<file path="config.mk">
export PLATFORM = sky130hd
export DESIGN_NAME = dds_sweep_ctrl
export DESIGN_NICKNAME = d
export VERILOG_FILES = /design/src/rtl/dds_sweep_ctrl.sv
export SDC_FILE = /design/constraint.sdc
export NUM_CORES = 1
export LEC_CHECK = 0
export ABC_CLOCK_PERIOD_IN_PS = 6750
export CAP_MARGIN = 20
export CORE_MARGIN = 3
export CORE_UTILIZATION = 57
export CTS_CLUSTER_DIAMETER = 40
export DETAILED_ROUTE_END_ITERATION = 7
export GPL_TIMING_DRIVEN = 0
export PLACE_DENSITY = 0.92
export SLEW_MARGIN = 5
export SYNTH_ARGS = -nofsm -noshare
export SYNTH_HDL_FRONTEND = slang
export SYNTH_SLANG_ARGS = --single-unit
</file>
<file path="constraint.sdc">
create_clock -name clk_100M -period 6.75 [get_ports clk_100M]
set_input_delay 1.0125 -clock clk_100M [delete_from_list [all_inputs] [get_ports clk_100M]]
set_output_delay 1.0125 -clock clk_100M [all_outputs]
set_load 0.005 [all_outputs]
</file>
<file path="src/rtl/dds_sweep_ctrl.sv">
// Linear frequency-sweep sequencer for the SINCOS DDS tuning word.
// Holds a latched sweep config and walks fre from start to stop with a per-point dwell.
module dds_sweep_ctrl #(
  parameter int unsigned DWELL_W = 24
) (
  input  logic               clk_100M,
  input  logic               rst,
  input  logic               cfg_valid,
  output logic               cfg_ready,
  input  logic [23:0]        cfg_start,
  input  logic [23:0]        cfg_stop,
  input  logic [23:0]        cfg_step,
  input  logic [DWELL_W-1:0] cfg_dwell,
  input  logic               cfg_mode,
  input  logic               go,
  input  logic               abort,
  output logic [23:0]        fre,
  output logic               fre_upd,
  output logic               busy,
  output logic               done,
  output logic               err
);

  typedef enum logic [0:0] {StIdle, StRun} state_e;

  state_e state_q, state_d;

  logic [23:0]        start_q, start_d;
  logic [23:0]        stop_q, stop_d;
  logic [23:0]        step_q, step_d;
  logic [DWELL_W-1:0] dwell_q, dwell_d;
  logic               mode_q, mode_d;

  logic [23:0]        fre_q, fre_d;
  logic [DWELL_W-1:0] cnt_q, cnt_d;
  logic               upd_q, upd_d;
  logic               done_q, done_d;
  logic               err_q, err_d;

  logic               cap;
  logic               eff_valid;
  logic [24:0]        nxt;

  // Config written this cycle is visible to a same-cycle go.
  assign cap       = cfg_valid && (state_q == StIdle);
  assign eff_valid = (start_d != 24'd0) && (step_d != 24'd0) && (start_d <= stop_d);
  assign nxt       = {1'b0, fre_q} + {1'b0, step_q};

  always_comb begin
    start_d = start_q;
    stop_d  = stop_q;
    step_d  = step_q;
    dwell_d = dwell_q;
    mode_d  = mode_q;
    if (cap) begin
      start_d = cfg_start;
      stop_d  = cfg_stop;
      step_d  = cfg_step;
      dwell_d = cfg_dwell;
      mode_d  = cfg_mode;
    end
  end

  always_comb begin
    state_d = state_q;
    fre_d   = fre_q;
    cnt_d   = cnt_q;
    upd_d   = 1'b0;
    done_d  = 1'b0;
    err_d   = 1'b0;
    if (abort) begin
      state_d = StIdle;
      fre_d   = 24'd0;
    end else begin
      unique case (state_q)
        StIdle: begin
          if (go) begin
            if (eff_valid) begin
              fre_d   = start_d;
              cnt_d   = dwell_d;
              upd_d   = 1'b1;
              state_d = StRun;
            end else begin
              err_d = 1'b1;
            end
          end
        end
        StRun: begin
          if (cnt_q != '0) begin
            cnt_d = cnt_q - {{(DWELL_W-1){1'b0}}, 1'b1};
          end else if (nxt <= {1'b0, stop_q}) begin
            fre_d = nxt[23:0];
            cnt_d = dwell_q;
            upd_d = 1'b1;
          end else if (mode_q) begin
            fre_d = start_q;
            cnt_d = dwell_q;
            upd_d = 1'b1;
          end else begin
            done_d  = 1'b1;
            state_d = StIdle;
          end
        end
        default: state_d = StIdle;
      endcase
    end
  end

  always_ff @(posedge clk_100M or posedge rst) begin
    if (rst) begin
      state_q <= StIdle;
      start_q <= '0;
      stop_q  <= '0;
      step_q  <= '0;
      dwell_q <= '0;
      mode_q  <= 1'b0;
      fre_q   <= '0;
      cnt_q   <= '0;
      upd_q   <= 1'b0;
      done_q  <= 1'b0;
      err_q   <= 1'b0;
    end else begin
      state_q <= state_d;
      start_q <= start_d;
      stop_q  <= stop_d;
      step_q  <= step_d;
      dwell_q <= dwell_d;
      mode_q  <= mode_d;
      fre_q   <= fre_d;
      cnt_q   <= cnt_d;
      upd_q   <= upd_d;
      done_q  <= done_d;
      err_q   <= err_d;
    end
  end

  assign cfg_ready = (state_q == StIdle);
  assign busy      = (state_q == StRun);
  assign fre       = fre_q;
  assign fre_upd   = upd_q;
  assign done      = done_q;
  assign err       = err_q;

endmodule

</file>
After elaboration in Yosys (flattened, before gate mapping)

Cells that the tools add are included.

Mux-type cells: 36
$lt $le $gt $ge: 2
Reduce and logical (&&, ||, !) cells: 8
Bitwise gates (word level): 2
Add/subtract/negate cells: 2
Equality and inequality tests: 7

Operators with widths:

| operator                                                                | count |
|---|---|
| 24-bit two-way mux                                                      | 15 |
| 24-bit one-hot mux with 2 select lines                                  | 2 |
| 24-bit nonzero test                                                     | 3 |
| 24-bit by 24-bit adder with 25-bit output                               | 1 |
| 25-bit by 24-bit less-or-equal comparator with 1-bit output             | 1 |
| 24-bit less-or-equal comparator                                         | 1 |
| 24-bit by 1-bit subtractor with 24-bit output, second input constant    | 1 |
| 1-bit two-way mux                                                       | 17 |
| 4-bit AND reduction                                                     | 2 |
| 3-bit by 1-bit inequality test with 1-bit output, second input constant | 2 |
| 2-bit by 1-bit inequality test with 1-bit output, second input constant | 2 |
| 4-bit by 1-bit inequality test with 1-bit output, second input constant | 1 |
| 4-bit by 2-bit inequality test with 1-bit output, second input constant | 1 |
| 1-bit one-hot mux with 2 select lines                                   | 2 |
| 1-bit logical AND                                                       | 3 |
| 3-bit inequality test, second input constant                            | 1 |
| 1-bit inverter                                                          | 2 |

Flip-flop bits (word level): 149
Input port bits: 102
Word-level logic and storage cells: 68

Longest topological paths before layout

Word-level depth: 10
Depth in mapped cells: 19
Gate-level depth less buffers: 18

Worst setup path before layout

Ideal clock, no wire load.

Path type: input port to flip-flop
Start point: in cfg_valid
End point: reg cnt_q[10]
Path buffers: 4
Setup slack: 2035 ps
Data arrival time: 4590 ps
Cell stages on the path: 16
Setup time: 125 ps
Path through: nor2b_1 clkbuf_1 buf_1 clkbuf_1 nor2_1 a21oi_1 ha_1 a21o_1 a21o_1 a221oi_1 o211ai_1 o21ai_0 a31oi_1 nor3_4 buf_6 mux2_4

Cells in the longest elaborated chain, start to end: 7
Elaborated cells between the ends (all ways): 15

Ends and longest elaborated chain:

| item                                                                    | line | RTL |
|---|---|---|
| from (decl)                                                             | 8    | `input logic cfg_valid,` |
| 1-bit logical AND (*)                                                   | 45   | `assign cap = cfg_valid && (state_q == StIdle);` |
| branches (longest 6 deep; another with 24-bit less-or-equal comparator) | -    |  |
| to (signal assigned)                                                    | 130  | `cnt_q <= cnt_d;` |
| to (decl)                                                               | 35   | `logic [DWELL_W-1:0] cnt_q, cnt_d;` |

Every way passes the cells marked *. The select of a mux whose other input is x is not followed.
A chain may end at the register's enable or synchronous reset.

Final worst setup path

Start point: in cfg_valid
End point: reg cnt_q[13]

Cells in the longest elaborated chain, start to end: 7
Elaborated cells between the ends (all ways): 15

Ends and longest elaborated chain:

| item                                                                    | line | RTL |
|---|---|---|
| 1-bit logical AND (*)                                                   | 45   |  |
| 24-bit two-way mux (*)                                                  | 55   | `if (cap) begin` |
| net start_d[22]                                                         | 28   | `logic [23:0] start_q, start_d;` |
| branches (longest 2 deep; another with 24-bit less-or-equal comparator) | -    |  |
| 1-bit logical AND (*)                                                   | 46   | `assign eff_valid = (start_d != 24'd0) && (step_d != 24'd0) && (start_d <= stop_d);` |
| 2-bit by 1-bit inequality test with 1-bit output (no source line) (*)   | -    |  |
| 4-bit AND reduction (no source line) (*)                                | -    |  |

Mark *: on every way through the listed nets, which the timed path passes. The select of a mux whose other input is x is not followed.

==> impl_results.rst <==
.. list-table::
   :header-rows: 1

   * - Metric
     - Value
   * - Outcome
     - complete, no violations
   * - First-pass GRT wire length
     - 55100 um
   * - Final Routed Wirelength
     - 35900 um
   * - Worst IR Drop VDD
     - 0.301 mV
   * - Cell types occupying the most area after synthesis
     - sky130_fd_sc_hd__dfrtp_1 37%, sky130_fd_sc_hd__nand2_1 10%, sky130_fd_sc_hd__ha_1 9.2%, sky130_fd_sc_hd__a21oi_1 3.9%, sky130_fd_sc_hd__o21ai_0 3.9%
   * - Share of the synthesized area in the top cell type
     - 0.370
   * - Critical path cell sequence
     - clkdlybuf4s50_1 > nor2b_1 > clkbuf_2 > clkbuf_2 > clkbuf_1 > o21ai_0 > ha_1 > nand4_1 > nor2_1 > a221oi_1 > o211ai_1 > o21ai_1 > a31oi_1 > nor3_4 > buf_6 > mux2_4
   * - Count of boundary I/O pins
     - 131
   * - Total grt overflow
     - 0
   * - Insertion delay to the later sink of the worst-skew pair
     - 0.43 ns
   * - Switching power summed over all nets
     - 2270 uW
   * - Final critical delay including setup and external delays
     - 6.74 ns
   * - Cell Int Power
     - 2740 uW
   * - Maximum single-stage delay on the critical path
     - 0.59 ns
   * - Power per cell area
     - 406 nW/um2
   * - Final GP Congestion
     - 1.04
   * - CP endpoint kind
     - flop
   * - Leakage power total
     - 0.00581 uW
   * - Endpoint required time on the critical path
     - 7.06 ns
   * - Clock share of power
     - 0.210
   * - Global Route Usage Sum
     - 0.363
   * - Share of layout cells above drive strength 1
     - 0.0656
   * - Core area
     - 16900 um2
   * - Vias in the first global route
     - 9847
   * - Number of iterations in the first detailed-routing pass
     - 6
   * - Clock-pin slew reported for the worst setup and hold paths after clock tree synthesis
     - 0.06 ns
   * - Detailed router's first-iteration violation count
     - 1151
   * - Full die area
     - 19300 um2
   * - Global-route met3 utilization
     - 0.0845
   * - Sequential cell fraction of total power
     - 0.279
   * - Vias after detailed routing
     - 10300
   * - TritonCTS Buffers
     - 17
   * - Number of port buffers
     - 130
   * - RSZ-0062 raised after global routing
     - false
   * - Kind of path behind the tightest hold check
     - reg -> reg
   * - Average routed wire per standard cell
     - 22.5 um
   * - Synthesized cell area
     - 10100 um2
   * - Met2 Usage GRT
     - 0.556
   * - Count of different cell masters after synthesis
     - 69
   * - Origin of the critical flop-to-flop path
     - busy$_DFF_PP0_
   * - Count of flip-flops with a built-in enable after synthesis
     - 0
   * - Async set or reset register ratio after synthesis
     - 1.00
   * - Cell at the root of the clock tree
     - sky130_fd_sc_hd__clkbuf_16
   * - Nature of the critical path startpoint
     - input pin
   * - Avg Vias per Cell
     - 6.45
   * - Post-placement setup slack
     - -0.910 ns
   * - Syn_nets
     - 1386
   * - Crit path max fanout
     - 10
   * - Filler Cell Count
     - 1277
   * - Critical path's most frequent cell
     - sky130_fd_sc_hd__clkbuf_2
   * - Number of buffer and inverter instances along the worst setup path
     - 5
   * - Final WS setup
     - 0.0146 ns
   * - Summed negative setup slack over all endpoints
     - 0 ns
   * - Synth-to-Final Area Change
     - 22.5%
   * - Total count of hold-check failures in the final report
     - 0
   * - Antenna violations before repair
     - 0
   * - Worst slew margin
     - 0.349
   * - Number of H-tree levels
     - 4
   * - Hold Path Origin
     - dwell_q[12]$_DFF_PP0_
   * - Global route hottest layer
     - met2
   * - Final-layout worst hold slack
     - 0.493 ns
   * - Yosys top cell by area
     - sky130_fd_sc_hd__dfrtp_1
   * - Diode count
     - 0
   * - Data arrival time of the worst path
     - 7.05 ns
   * - Cell row count
     - 47
   * - Buffer count from post-CTS setup fixing
     - 0
   * - Portion of the clock cycle consumed by the worst path in the final layout
     - 0.998
   * - Share of synthesized area occupied by flip-flops and latches
     - 0.370
   * - Fraction of power spent switching nets
     - 0.453
   * - CTS tree
     - built
   * - Slew at the pin with the worst max-slew slack
     - 0.974 ns
   * - HPWL Detailed
     - 27500 um
   * - Number of cells produced by synthesis
     - 1209
   * - Cell type of the slowest stage on the worst timing path
     - sky130_fd_sc_hd__clkdlybuf4s50_1
   * - Critical Setup Path Class
     - in -> reg
   * - Number of violations of the max-capacitance limit
     - 0
   * - Yosys reg bits
     - 149
   * - Dominant synthesized flop cell
     - sky130_fd_sc_hd__dfrtp_1
   * - Global routing usage on met1
     - 0.504
   * - Effective utilization at floorplan
     - 0.595
   * - Maximum number of pins on one net before global-route repair
     - 87
   * - Setup violation total in the final timing report
     - 0
   * - DRC Markers
     - 0
   * - Syn avg cell area
     - 8.33 um2
   * - Antenna-violating nets left
     - 0
   * - Number of hold buffers added after cts
     - 0
   * - Crit path from
     - cfg_valid
   * - Die Y
     - 139 um
   * - Logic pwr share
     - 0.511
   * - Total number of yosys warnings
     - 0
   * - Fin. max-slew vios
     - 0
   * - Maximum number of buffers from clock root to sink
     - 2
   * - Crit-path leading delay family
     - buffers and inverters
   * - Max Freq
     - 0.148 GHz
   * - Fin Clk Skew
     - 0.00700 ns
   * - NumNets Final
     - 1536
   * - Sinks on the clock net
     - 149
   * - Width of the die
     - 139 um
[flip-flops by register name, summed over array words and instances, names as in the netlist]
register / cells
busy: 1
cnt_q: 24
done: 1
dwell_q: 24
err: 1
fre: 24
fre_upd: 1
mode_q: 1
start_q: 24
step_q: 24
stop_q: 24
[placed cells by master, fill, tap and decap left out, drive strengths merged, types with 17 or more instances in the layout]
| cell type | Yosys | layout |
|---|---|---|
| a21oi | 79 | 79 |
| buf | 18 | 17 |
| clkbuf | 47 | 68 |
| clkdlybuf4s50 | 0 | 130 |
| dfrtp | 149 | 149 |
| ha | 74 | 74 |
| inv | 76 | 78 |
| mux2 | 22 | 22 |
| nand2 | 277 | 277 |
| nand3 | 36 | 36 |
| nand4 | 18 | 18 |
| nor2 | 63 | 63 |
| nor3 | 19 | 19 |
| nor4 | 27 | 27 |
| o2111ai | 22 | 22 |
| o21ai | 79 | 79 |
| o31ai | 18 | 18 |
| xor2 | 17 | 17 |
[worst register-to-register path, delay by kind of cell (launching register included)]
kind            cells  cell delay, ns
simple gates        4            1.25
flops               1            0.40
mux                 1            0.32
buf+inv             5            2.02
fa+ha+maj           1            0.39
compound gates      5            1.62
[Yosys cell counts (17+ instances only)]
library cell,n
sky130_fd_sc_hd__nand2_1,276
sky130_fd_sc_hd__o31ai_1,18
sky130_fd_sc_hd__ha_1,74
sky130_fd_sc_hd__a21oi_1,79
sky130_fd_sc_hd__xor2_1,17
sky130_fd_sc_hd__nand3_1,36
sky130_fd_sc_hd__inv_1,76
sky130_fd_sc_hd__nand4_1,17
sky130_fd_sc_hd__nor2_1,61
sky130_fd_sc_hd__dfrtp_1,149
sky130_fd_sc_hd__o21ai_0,78
sky130_fd_sc_hd__clkbuf_1,47
sky130_fd_sc_hd__o2111ai_1,22
sky130_fd_sc_hd__nor4_1,25
[cells by family after synthesis]
family | share of synthesized area
compound gates | 0.193
simple gates | 0.222
xor+xnor | 0.0287
buf+inv | 0.0566
flops | 0.370
mux | 0.0362
fa+ha+maj | 0.0939
[path summary, 6_finish.rpt]
check / to / slack [ns] / cells after the start
max: cnt_q[13]$_DFFE_PP0P_ / 0.01 / 16
min: dwell_q[12]$_DFF_PP0_ / 0.49 / 2
max reg2reg: cnt_q[13]$_DFFE_PP0P_ / 0.63 / 16
min reg2reg: dwell_q[12]$_DFF_PP0_ / 0.49 / 2
max in group asynchronous: start_q[9]$_DFF_PP0_ / 4.87 / 3
min in group asynchronous: cnt_q[5]$_DFFE_PP0P_ / 1.04 / 2
[what timing repair did]
item	4_1_cts	5_1_grt
gates cloned	0	0
resized for setup	2	6
endpoints found under the hold margin	0	0
endpoints found under the setup margin	37	24
[power by group through the flow]
stage	clock [uW]	sequential [uW]	combinational, uW
2_1_floorplan	0	1310	1660
3_3_place_gp	0	1380	2360
3_5_place_dp	0	1390	2440
4_1_cts	1050	1380	2470
5_1_grt	1100	1420	2770
6_report	1050	1400	2560
[stage by stage]
stage	cells	total power, uW	utilization	cell area (um2)
after floorplan	1209	2980	-	10100
after global routing	1592	5280	0.728	12300
after CTS	1592	4900	0.728	12300
after global placement	1559	3750	0.688	11600
final	1592	5010	0.728	12300
after detailed placement	1560	3830	0.690	11700
[final cells by class]
type,instances,area (um2),share of cell area
tap,220,275,0.0223
multi-input combinational,918,5770,0.468
clock buffer,19,453,0.0367
inverter,77,295,0.0239
timing repair buffer,131,1330,0.108
buffer,65,285,0.0231
clock inverter,13,196,0.0159
sequential,149,3730,0.302
[routing by layer]
metal  share of wire  routed length [um]
met5               0                   0
met4           0.042                1510
met2            0.44               15900
met1            0.40               14500
met3            0.11                4000
Power figures use the tool's default switching activity.
